===== config.mk =====
export PLATFORM = sky130hd
export DESIGN_NAME = bcd_scan_display_flat
export DESIGN_NICKNAME = d
export VERILOG_FILES = /design/src/rtl/bcd_disp_pkg.sv /design/src/rtl/bcd_scan_display_if.sv /design/src/rtl/bcd_to_7seg.sv /design/src/rtl/bcd_scan_display.sv /design/src/flat_wrapper.sv
export SDC_FILE = /design/constraint.sdc
export NUM_CORES = 1
export LEC_CHECK = 0
export CORE_MARGIN = 2
export CORE_UTILIZATION = 50
export CTS_CLUSTER_SIZE = 10
export DETAILED_ROUTE_END_ITERATION = 10
export PLACE_DENSITY_LB_ADDON = 0.2
export SYNTH_ARGS = -nofsm -noshare
export SYNTH_HDL_FRONTEND = slang
export SYNTH_SLANG_ARGS = --single-unit

===== constraint.sdc =====
create_clock -name clk -period 2.3 [get_ports clk]
set_input_delay 0.345 -clock clk [delete_from_list [all_inputs] [get_ports clk]]
set_output_delay 0.345 -clock clk [all_outputs]
set_load 0.02 [all_outputs]

===== src/rtl/bcd_disp_pkg.sv =====
// Shared constants for the multiplexed BCD seven-segment display.
// Glyphs are active-low, bit0 = segment a through bit6 = segment g.
package bcd_disp_pkg;

  localparam logic [6:0] SEG_0    = 7'b1000000;
  localparam logic [6:0] SEG_1    = 7'b1111001;
  localparam logic [6:0] SEG_2    = 7'b0100100;
  localparam logic [6:0] SEG_3    = 7'b0110000;
  localparam logic [6:0] SEG_4    = 7'b0011001;
  localparam logic [6:0] SEG_5    = 7'b0010010;
  localparam logic [6:0] SEG_6    = 7'b0000010;
  localparam logic [6:0] SEG_7    = 7'b1111000;
  localparam logic [6:0] SEG_8    = 7'b0000000;
  localparam logic [6:0] SEG_9    = 7'b0010000;
  localparam logic [6:0] SEG_DASH = 7'b0111111;
  localparam logic [6:0] SEG_OFF  = 7'b1111111;

  localparam logic [3:0] AN_OFF   = 4'hF;

  localparam int unsigned NUM_DIGITS = 4;

endpackage


===== src/rtl/bcd_scan_display_if.sv =====
// Display bus: digit capture on one side, scanned segment/anode drive on the other.
// The display block is the slave; whoever feeds digits is the master.
interface bcd_scan_display_if;

  logic [15:0] digits;
  logic        load;
  logic        blank_lz;
  logic [6:0]  seg;
  logic [3:0]  an;
  logic [1:0]  dig_sel;
  logic        frame_done;

  modport master (
    output digits,
    output load,
    output blank_lz,
    input  seg,
    input  an,
    input  dig_sel,
    input  frame_done
  );

  modport slave (
    input  digits,
    input  load,
    input  blank_lz,
    output seg,
    output an,
    output dig_sel,
    output frame_done
  );

endinterface


===== src/rtl/bcd_to_7seg.sv =====
// Combinational BCD to active-low seven-segment decoder.
// Non-decimal codes render as a dash.
module bcd_to_7seg
  import bcd_disp_pkg::*;
(
  input  logic [3:0] bcd_i,
  output logic [6:0] seg_o
);

  always_comb begin
    seg_o = SEG_DASH;
    unique case (bcd_i)
      4'd0:    seg_o = SEG_0;
      4'd1:    seg_o = SEG_1;
      4'd2:    seg_o = SEG_2;
      4'd3:    seg_o = SEG_3;
      4'd4:    seg_o = SEG_4;
      4'd5:    seg_o = SEG_5;
      4'd6:    seg_o = SEG_6;
      4'd7:    seg_o = SEG_7;
      4'd8:    seg_o = SEG_8;
      4'd9:    seg_o = SEG_9;
      default: seg_o = SEG_DASH;
    endcase
  end

endmodule


===== src/rtl/bcd_scan_display.sv =====
// Four-digit time-multiplexed BCD display driver with frame-synchronous
// digit update, leading-zero blanking and an anode-off ghosting guard.
module bcd_scan_display
  import bcd_disp_pkg::*;
#(
  parameter int unsigned REFRESH_DIV = 1000,
  parameter int unsigned GUARD       = 4
) (
  input  logic                clk,
  input  logic                rst,
  bcd_scan_display_if.slave   bus
);

  localparam logic [15:0] RC_LAST  = 16'(REFRESH_DIV - 1);
  localparam logic [15:0] RC_GUARD = 16'(GUARD);

  logic [15:0] rc_q, rc_d;
  logic [1:0]  sel_q, sel_d;
  logic [15:0] act_q, act_d;
  logic [15:0] pend_q, pend_d;
  logic        pv_q, pv_d;
  logic [6:0]  seg_q, seg_d;
  logic [3:0]  an_q, an_d;
  logic        fd_q, fd_d;

  logic        slot_end;
  logic        boundary;
  logic [3:0]  cur_digit;
  logic [6:0]  glyph;
  logic        lead_zero;

  assign slot_end = (rc_q == RC_LAST);
  assign boundary = slot_end && (sel_q == 2'd3);

  always_comb begin
    rc_d  = slot_end ? 16'd0 : rc_q + 16'd1;
    sel_d = slot_end ? sel_q + 2'd1 : sel_q;
    fd_d  = boundary;
  end

  // Frame-boundary swap keeps one load per frame; a coincident load wins.
  always_comb begin
    act_d  = act_q;
    pend_d = pend_q;
    pv_d   = pv_q;
    if (boundary) begin
      if (bus.load) begin
        act_d = bus.digits;
        pv_d  = 1'b0;
      end else if (pv_q) begin
        act_d = pend_q;
        pv_d  = 1'b0;
      end
    end else if (bus.load) begin
      pend_d = bus.digits;
      pv_d   = 1'b1;
    end
  end

  assign cur_digit = act_q[sel_q*4 +: 4];

  bcd_to_7seg u_dec (
    .bcd_i (cur_digit),
    .seg_o (glyph)
  );

  always_comb begin
    lead_zero = 1'b0;
    unique case (sel_q)
      2'd3:    lead_zero = (act_q[15:12] == 4'd0);
      2'd2:    lead_zero = (act_q[15:8] == 8'd0);
      2'd1:    lead_zero = (act_q[15:4] == 12'd0);
      default: lead_zero = 1'b0;
    endcase
  end

  always_comb begin
    seg_d = (bus.blank_lz && lead_zero) ? SEG_OFF : glyph;
    an_d  = (rc_q < RC_GUARD) ? AN_OFF : ~(4'b0001 << sel_q);
  end

  always_ff @(posedge clk or posedge rst) begin
    if (rst) begin
      rc_q   <= '0;
      sel_q  <= '0;
      act_q  <= '0;
      pend_q <= '0;
      pv_q   <= 1'b0;
      seg_q  <= SEG_OFF;
      an_q   <= AN_OFF;
      fd_q   <= 1'b0;
    end else begin
      rc_q   <= rc_d;
      sel_q  <= sel_d;
      act_q  <= act_d;
      pend_q <= pend_d;
      pv_q   <= pv_d;
      seg_q  <= seg_d;
      an_q   <= an_d;
      fd_q   <= fd_d;
    end
  end

  assign bus.seg        = seg_q;
  assign bus.an         = an_q;
  assign bus.dig_sel    = sel_q;
  assign bus.frame_done = fd_q;

endmodule


===== src/flat_wrapper.sv =====
// flat-port wrapper written by rule: the top's interface ports become plain ports
module bcd_scan_display_flat import bcd_disp_pkg::*;
#(
  parameter int unsigned REFRESH_DIV = 1000,
  parameter int unsigned GUARD       = 4
)
  (clk, rst, bus_digits, bus_load, bus_blank_lz, bus_seg, bus_an, bus_dig_sel, bus_frame_done);
  bcd_scan_display_if bus_i ();
  input  logic clk;
  input  logic rst;
  input wire logic [$bits(bus_i.digits)-1:0] bus_digits;
  input wire logic [$bits(bus_i.load)-1:0] bus_load;
  input wire logic [$bits(bus_i.blank_lz)-1:0] bus_blank_lz;
  output wire logic [$bits(bus_i.seg)-1:0] bus_seg;
  output wire logic [$bits(bus_i.an)-1:0] bus_an;
  output wire logic [$bits(bus_i.dig_sel)-1:0] bus_dig_sel;
  output wire logic [$bits(bus_i.frame_done)-1:0] bus_frame_done;
  assign bus_i.digits = bus_digits;
  assign bus_i.load = bus_load;
  assign bus_i.blank_lz = bus_blank_lz;
  assign bus_seg = bus_i.seg;
  assign bus_an = bus_i.an;
  assign bus_dig_sel = bus_i.dig_sel;
  assign bus_frame_done = bus_i.frame_done;
  bcd_scan_display #(.REFRESH_DIV(REFRESH_DIV), .GUARD(GUARD)) u_core (.clk(clk), .rst(rst), .bus(bus_i));
endmodule

Word level (Yosys, flattened, before mapping). Memory sizes are Yosys's and may differ from the RTL's. Index checks and enable logic that the tools add are counted.

$add $sub $neg: 2. $mul: 0. Divide/modulo/power cells: 0. Magnitude comparators: 1. Equal/unequal tests: 4. Shift operators: 2. Muxes and demuxes: 8. Bitwise gates (word level): 2. Reductions and logical operators: 9.

Operators by type and width (number): $mux W16 (3); $add A16 B1 Y16 const B (1); $eq A16 B10 Y1 const B (1); $lt A16 B3 Y1 const B (1); $shiftx A16 B5 Y4 (1); $logic_not A12 Y1 (1); $logic_not A8 Y1 (1); $mux W7 (1); $eq A2 B2 Y1 const B (2); $logic_not A4 Y1 (1); $mux W4 (1); $not A4 Y4 (1); $reduce_and A2 Y1 (2); $reduce_bool A2 Y1 (2); $shl A1 B2 Y4 const A (1); $pmux W1 S3 (1); $add A2 B1 Y2 const B (1); $eq A2 B1 Y1 const B (1); $logic_and A1 B1 Y1 (2); $mux W1 (2); $not A1 Y1 (1).

Register bits after elaboration: 63. Latch bits: 0. Bits in writable memories: 0. Bits in read-only memories: 112. Output and inout bits: 14. Logic and storage cells: 37. Memories: 1.

Memory list: (no name shown) (words 16, bits a word 7, read ports 1, clocked after Yosys merged registers in 0, wr ports 0, line bcd_to_7seg.sv:12) `unique case (bcd_i)`.

Longest topological paths before layout.
Depth after elaboration: 4. Gate-level depth with buffers: 7. Depth with buffers taken out: 6.

Modules after synthesis. Synthesis repeated with hierarchy kept, for this count alone.

Cells, all modules: 243. Area, all modules: 3139.3 um^2.

Modules (own cells, without submodules): bcd_scan_display (instances 1, cells each 212, area each 2915.3 um^2, sequential area each 1590.3 um^2); bcd_to_7seg (instances 1, cells each 31, area each 224.0 um^2, sequential area each 0.0 um^2).

Worst setup path before layout. No wires, ideal clock.

Path type: register to register. Start point: register u_core.rc_q[14]. End point: register u_core.act_q[0]. Library setup time: 125 ps. Arrival time: 2071 ps. Required time: 2175 ps. Slack: 105 ps. Cell stages (with the launch flop): 7. Path buffers: 2. Cell sequence: dfrtp_1 > or4_4 > nor4_4 > and3b_1 > buf_6 > buf_8 > mux2_2.

Word-level cells in the longest chain between the ends: 3.

Ends and longest elaborated chain: start: declaration (line bcd_scan_display.sv:17) `logic [15:0] rc_q, rc_d;`; start signal: assignment (line bcd_scan_display.sv:93) `rc_q <= rc_d;`; $eq A16 B10 Y1 (line bcd_scan_display.sv:32) `assign slot_end = (rc_q == RC_LAST);`; $logic_and A1 B1 Y1 (line bcd_scan_display.sv:33) `assign boundary = slot_end && (sel_q == 2'd3);`; $reduce_and A2 Y1 (no line); end signal: assignment (line bcd_scan_display.sv:95) `act_q <= act_d;`; end: declaration (line bcd_scan_display.sv:19) `logic [15:0] act_q, act_d;`.

No other way between the ends. A chain may end at the register's enable or synchronous reset.

Worst setup path after layout.
Start point: register u_core.rc_q[14]. End point: register u_core.act_q[5].

Same word-level chain as after synthesis.

==> metrics.md <==
| Metric | Value |
|---|---|
| Status | `finished, final reports clean` |
| Seq/Total Area, Yosys | `0.5291` |
| Clock Pin Slew Worst Setup and Hold Paths | `0.06 ns` |
| RR Startpoint | `u_core.rc_q[14]` |
| Post-DP HPWL | `3778 microns` |
| Worst setup path category | `register to register` |
| CTS H-tree depth | `3` |
| Mean Syn Cell Area | `12.79 sq um` |
| Required @ worst endpoint | `2.51 ns` |
| DR pass1 iterations | `6` |
| Vias per inst | `5.320` |
| Cts hold-fix bufs | `0` |
| Hold Violations, Final | `0` |
| Largest fanout on the critical path | `16` |
| Nets | `312` |
| Adder-Cell Fraction of Synth Area | `0.04580` |
| Worst Path Arrival | `2.43 ns` |
| Gpl congestion | `0.8188` |
| Ports | `34` |
| CTS Root Cell | `clkbuf_8` |
| Vias in the first global route | `1885` |
| Final period utilization | `0.9658` |
| Pleak | `1.565 nW` |
| R2R cell count | `5` |
| Slew margin rel. | `0.3665` |
| Post-CTS Setup Inserts | `0` |
| CTS sink count | `63` |
| Largest net degree at the start of global routing | `23` |
| Crit end category | `register` |
| Actual slew at the worst max-slew pin | `0.9447 ns` |
| Maxcap violations | `0` |
| Die area | `6647 sq um` |
| Vias post-DR | `1910` |
| Post-synthesis cell type count | `33` |
| Pwr per Cell Area | `577.4 nW/um^2` |
| Synth Area in Compound Gates | `0.04163` |
| Post-DR wirelength/cell | `14.49 microns` |
| Routed wire length | `5203 microns` |
| Post-route cell area | `3637 sq um` |
| CTS resizes | `0` |
| Worst setup SP type | `register` |
| Syn nets | `266` |
| Fmax | `0.4502 GHz` |
| Hold Slack | `0.3354 ns` |
| Final Skew | `0.003549 ns` |
| Core area | `5851 sq um` |
| Maximum vdd drop | `0.3573 mV` |
| Total gr overflow | `0` |
| CTS tree | `built` |
| Main combinational cell family by area after synthesis | `multiplexers` |
| Setup Total Neg Slack | `0 ns` |
| # rows | `28` |
| Number of buffers created by CTS | `9` |
| Layout cells sized above 1 | `0.3239` |
| Post-synthesis mux area share | `0.2098` |
| Final setup violation count | `0` |
| Post-synthesis simple-gate area fraction | `0.1070` |
| Min cycle time layout | `2.221 ns` |
| Chip height | `81.53 microns` |
| DRT iter0 DRCs | `88` |
| Final Core Density | `0.6217` |
| Worst-Skew Late Latency | `0.32 ns` |
| Starting Density | `0.5137` |
| Syn Inst Count | `235` |
| Mapped Area | `3005 sq um` |
| RSZ-0062 raised after global routing | `false` |
| Synth Warn # | `0` |
| Setup slack, reg-to-reg | `0.08 ns` |
| Number of synthesized register bits | `63` |
| DRC viols | `0` |
| # port buffers | `33` |
| Area grow syn2layout | `21.02%` |
| Chip width | `81.53 microns` |
| Final max-slew violation count | `0` |
| GRT Util Overall | `0.1819` |
| # diodes | `0` |
| Clock Path Buffers | `2` |
| Synth Area in XOR/XNOR | `0.03789` |
| Routed Antenna Nets | `0` |
| R2r endpoint | `u_core.act_q[5]` |
| Initial antenna violation count | `0` |
| Worst Hold Class | `primary input to asynchronous set/reset pin` |
| Post-DP Area | `3473 sq um` |
| First-pass GRT wire length | `8970 microns` |
registers in the layout, indices dropped and copies added (netlist names):
name and count:
u_core.bus.frame_done 1, u_core.bus.an 4, u_core.act_q 16, u_core.rc_q 16, u_core.pend_q 16, u_core.pv_q 1
u_core.bus.dig_sel 2, u_core.bus.seg 7
layout make-up:
class | instances | area (sq um)
sequential | 63 | 1590
inverter | 8 | 30.03
multi-input combinational | 156 | 1329
fill | 468 | 2213
clock inverter | 1 | 5.005
tap | 75 | 93.84
clock buffer | 13 | 158.9
timing repair buffer | 43 | 430.4
through the flow:
step	instances	setup WS (ns)	power [mW]
6_report	359	0.07875	2.100
4_1_cts	359	0.07251	2.130
2_1_floorplan	235	0.1048	1.251
5_1_grt	359	0.0004330	2.196
3_5_place_dp	345	0.08692	1.316
3_3_place_gp	345	0.1275	1.311
synthesized netlist by cell type (all sizes together):
cell / count / area (sq um)
nand2: 12 / 45.04
or2: 1 / 6.260
a211o: 1 / 8.760
a21oi: 7 / 35.03
o211ai: 1 / 7.510
nor2: 10 / 37.54
o21ai: 11 / 55.05
clkbuf: 5 / 18.77
nor2b: 2 / 12.51
mux4: 4 / 90.09
nor4: 4 / 40.04
or3: 2 / 12.51
and3b: 1 / 8.760
nand2b: 3 / 18.77
nand4: 1 / 6.260
mux2: 48 / 540.5
ha: 11 / 137.6
nand3: 8 / 40.04
a211oi: 1 / 7.510
dfstp: 11 / 289.0
buf: 3 / 37.53
nor3: 6 / 30.03
and3: 4 / 25.02
xnor2: 10 / 87.58
or4: 2 / 22.52
or4b: 1 / 10.01
and2: 1 / 6.260
dfrtp: 52 / 1301
inv: 8 / 30.03
xor2: 3 / 26.28
a21boi: 1 / 11.26
layer usage:
metal,global-route usage,part of all wire
met3,0.04396,0.037
met5,0,0
met2,0.2607,0.44
met4,0.07627,0.017
met1,0.2646,0.51
worst max-delay path: stages (launching register included):
cell     delay, ns
dfrtp_1       0.40
or4_4         0.57
nor4_4        0.37
and3b_1       0.26
buf_12        0.16
mux2_2        0.34
power breakdown:
group          total (mW)  leakage [nW]  switching (mW)  internal, mW
registers            1.15         0.785          0.0126          1.14
clock network       0.806        0.0854           0.369         0.437
logic               0.144         0.695          0.0569        0.0871
total                2.10          1.56           0.438          1.66
layout by cell type (no fill, tap or decap), drive strengths merged, types with 4 or more instances in the layout:
| master | count |
|---|---|
| dfrtp | 52 |
| mux2 | 48 |
| clkdlybuf4s50 | 33 |
| clkbuf | 13 |
| nand2 | 12 |
| o21ai | 11 |
| ha | 11 |
| dfstp | 11 |
| nor2 | 10 |
| xnor2 | 10 |
| buf | 10 |
| nand3 | 8 |
| inv | 8 |
| a21oi | 7 |
| nor3 | 6 |
| and3 | 4 |
| mux4 | 4 |
| nor4 | 4 |
cell families after synthesis:
logic type / count (synthesis)
flops: 63
simple gates: 58
mux: 52
compound gates: 22
buf+inv: 16
xor+xnor: 13
fa+ha+maj: 11
worst max-delay path by stage:
stage	start	to	slack (ns)	cells past startpoint
after floorplan	u_core.rc_q[14]	u_core.act_q[0]	0.10	6
after global placement	u_core.rc_q[14]	u_core.act_q[6]	0.13	5
after detailed placement	u_core.rc_q[14]	u_core.act_q[1]	0.09	5
after CTS	u_core.rc_q[14]	u_core.act_q[5]	0.07	5
after global routing	u_core.rc_q[14]	u_core.act_q[10]	0.0004	5
final	u_core.rc_q[14]	u_core.act_q[5]	0.08	5
(Power assumes the default switching activity.)
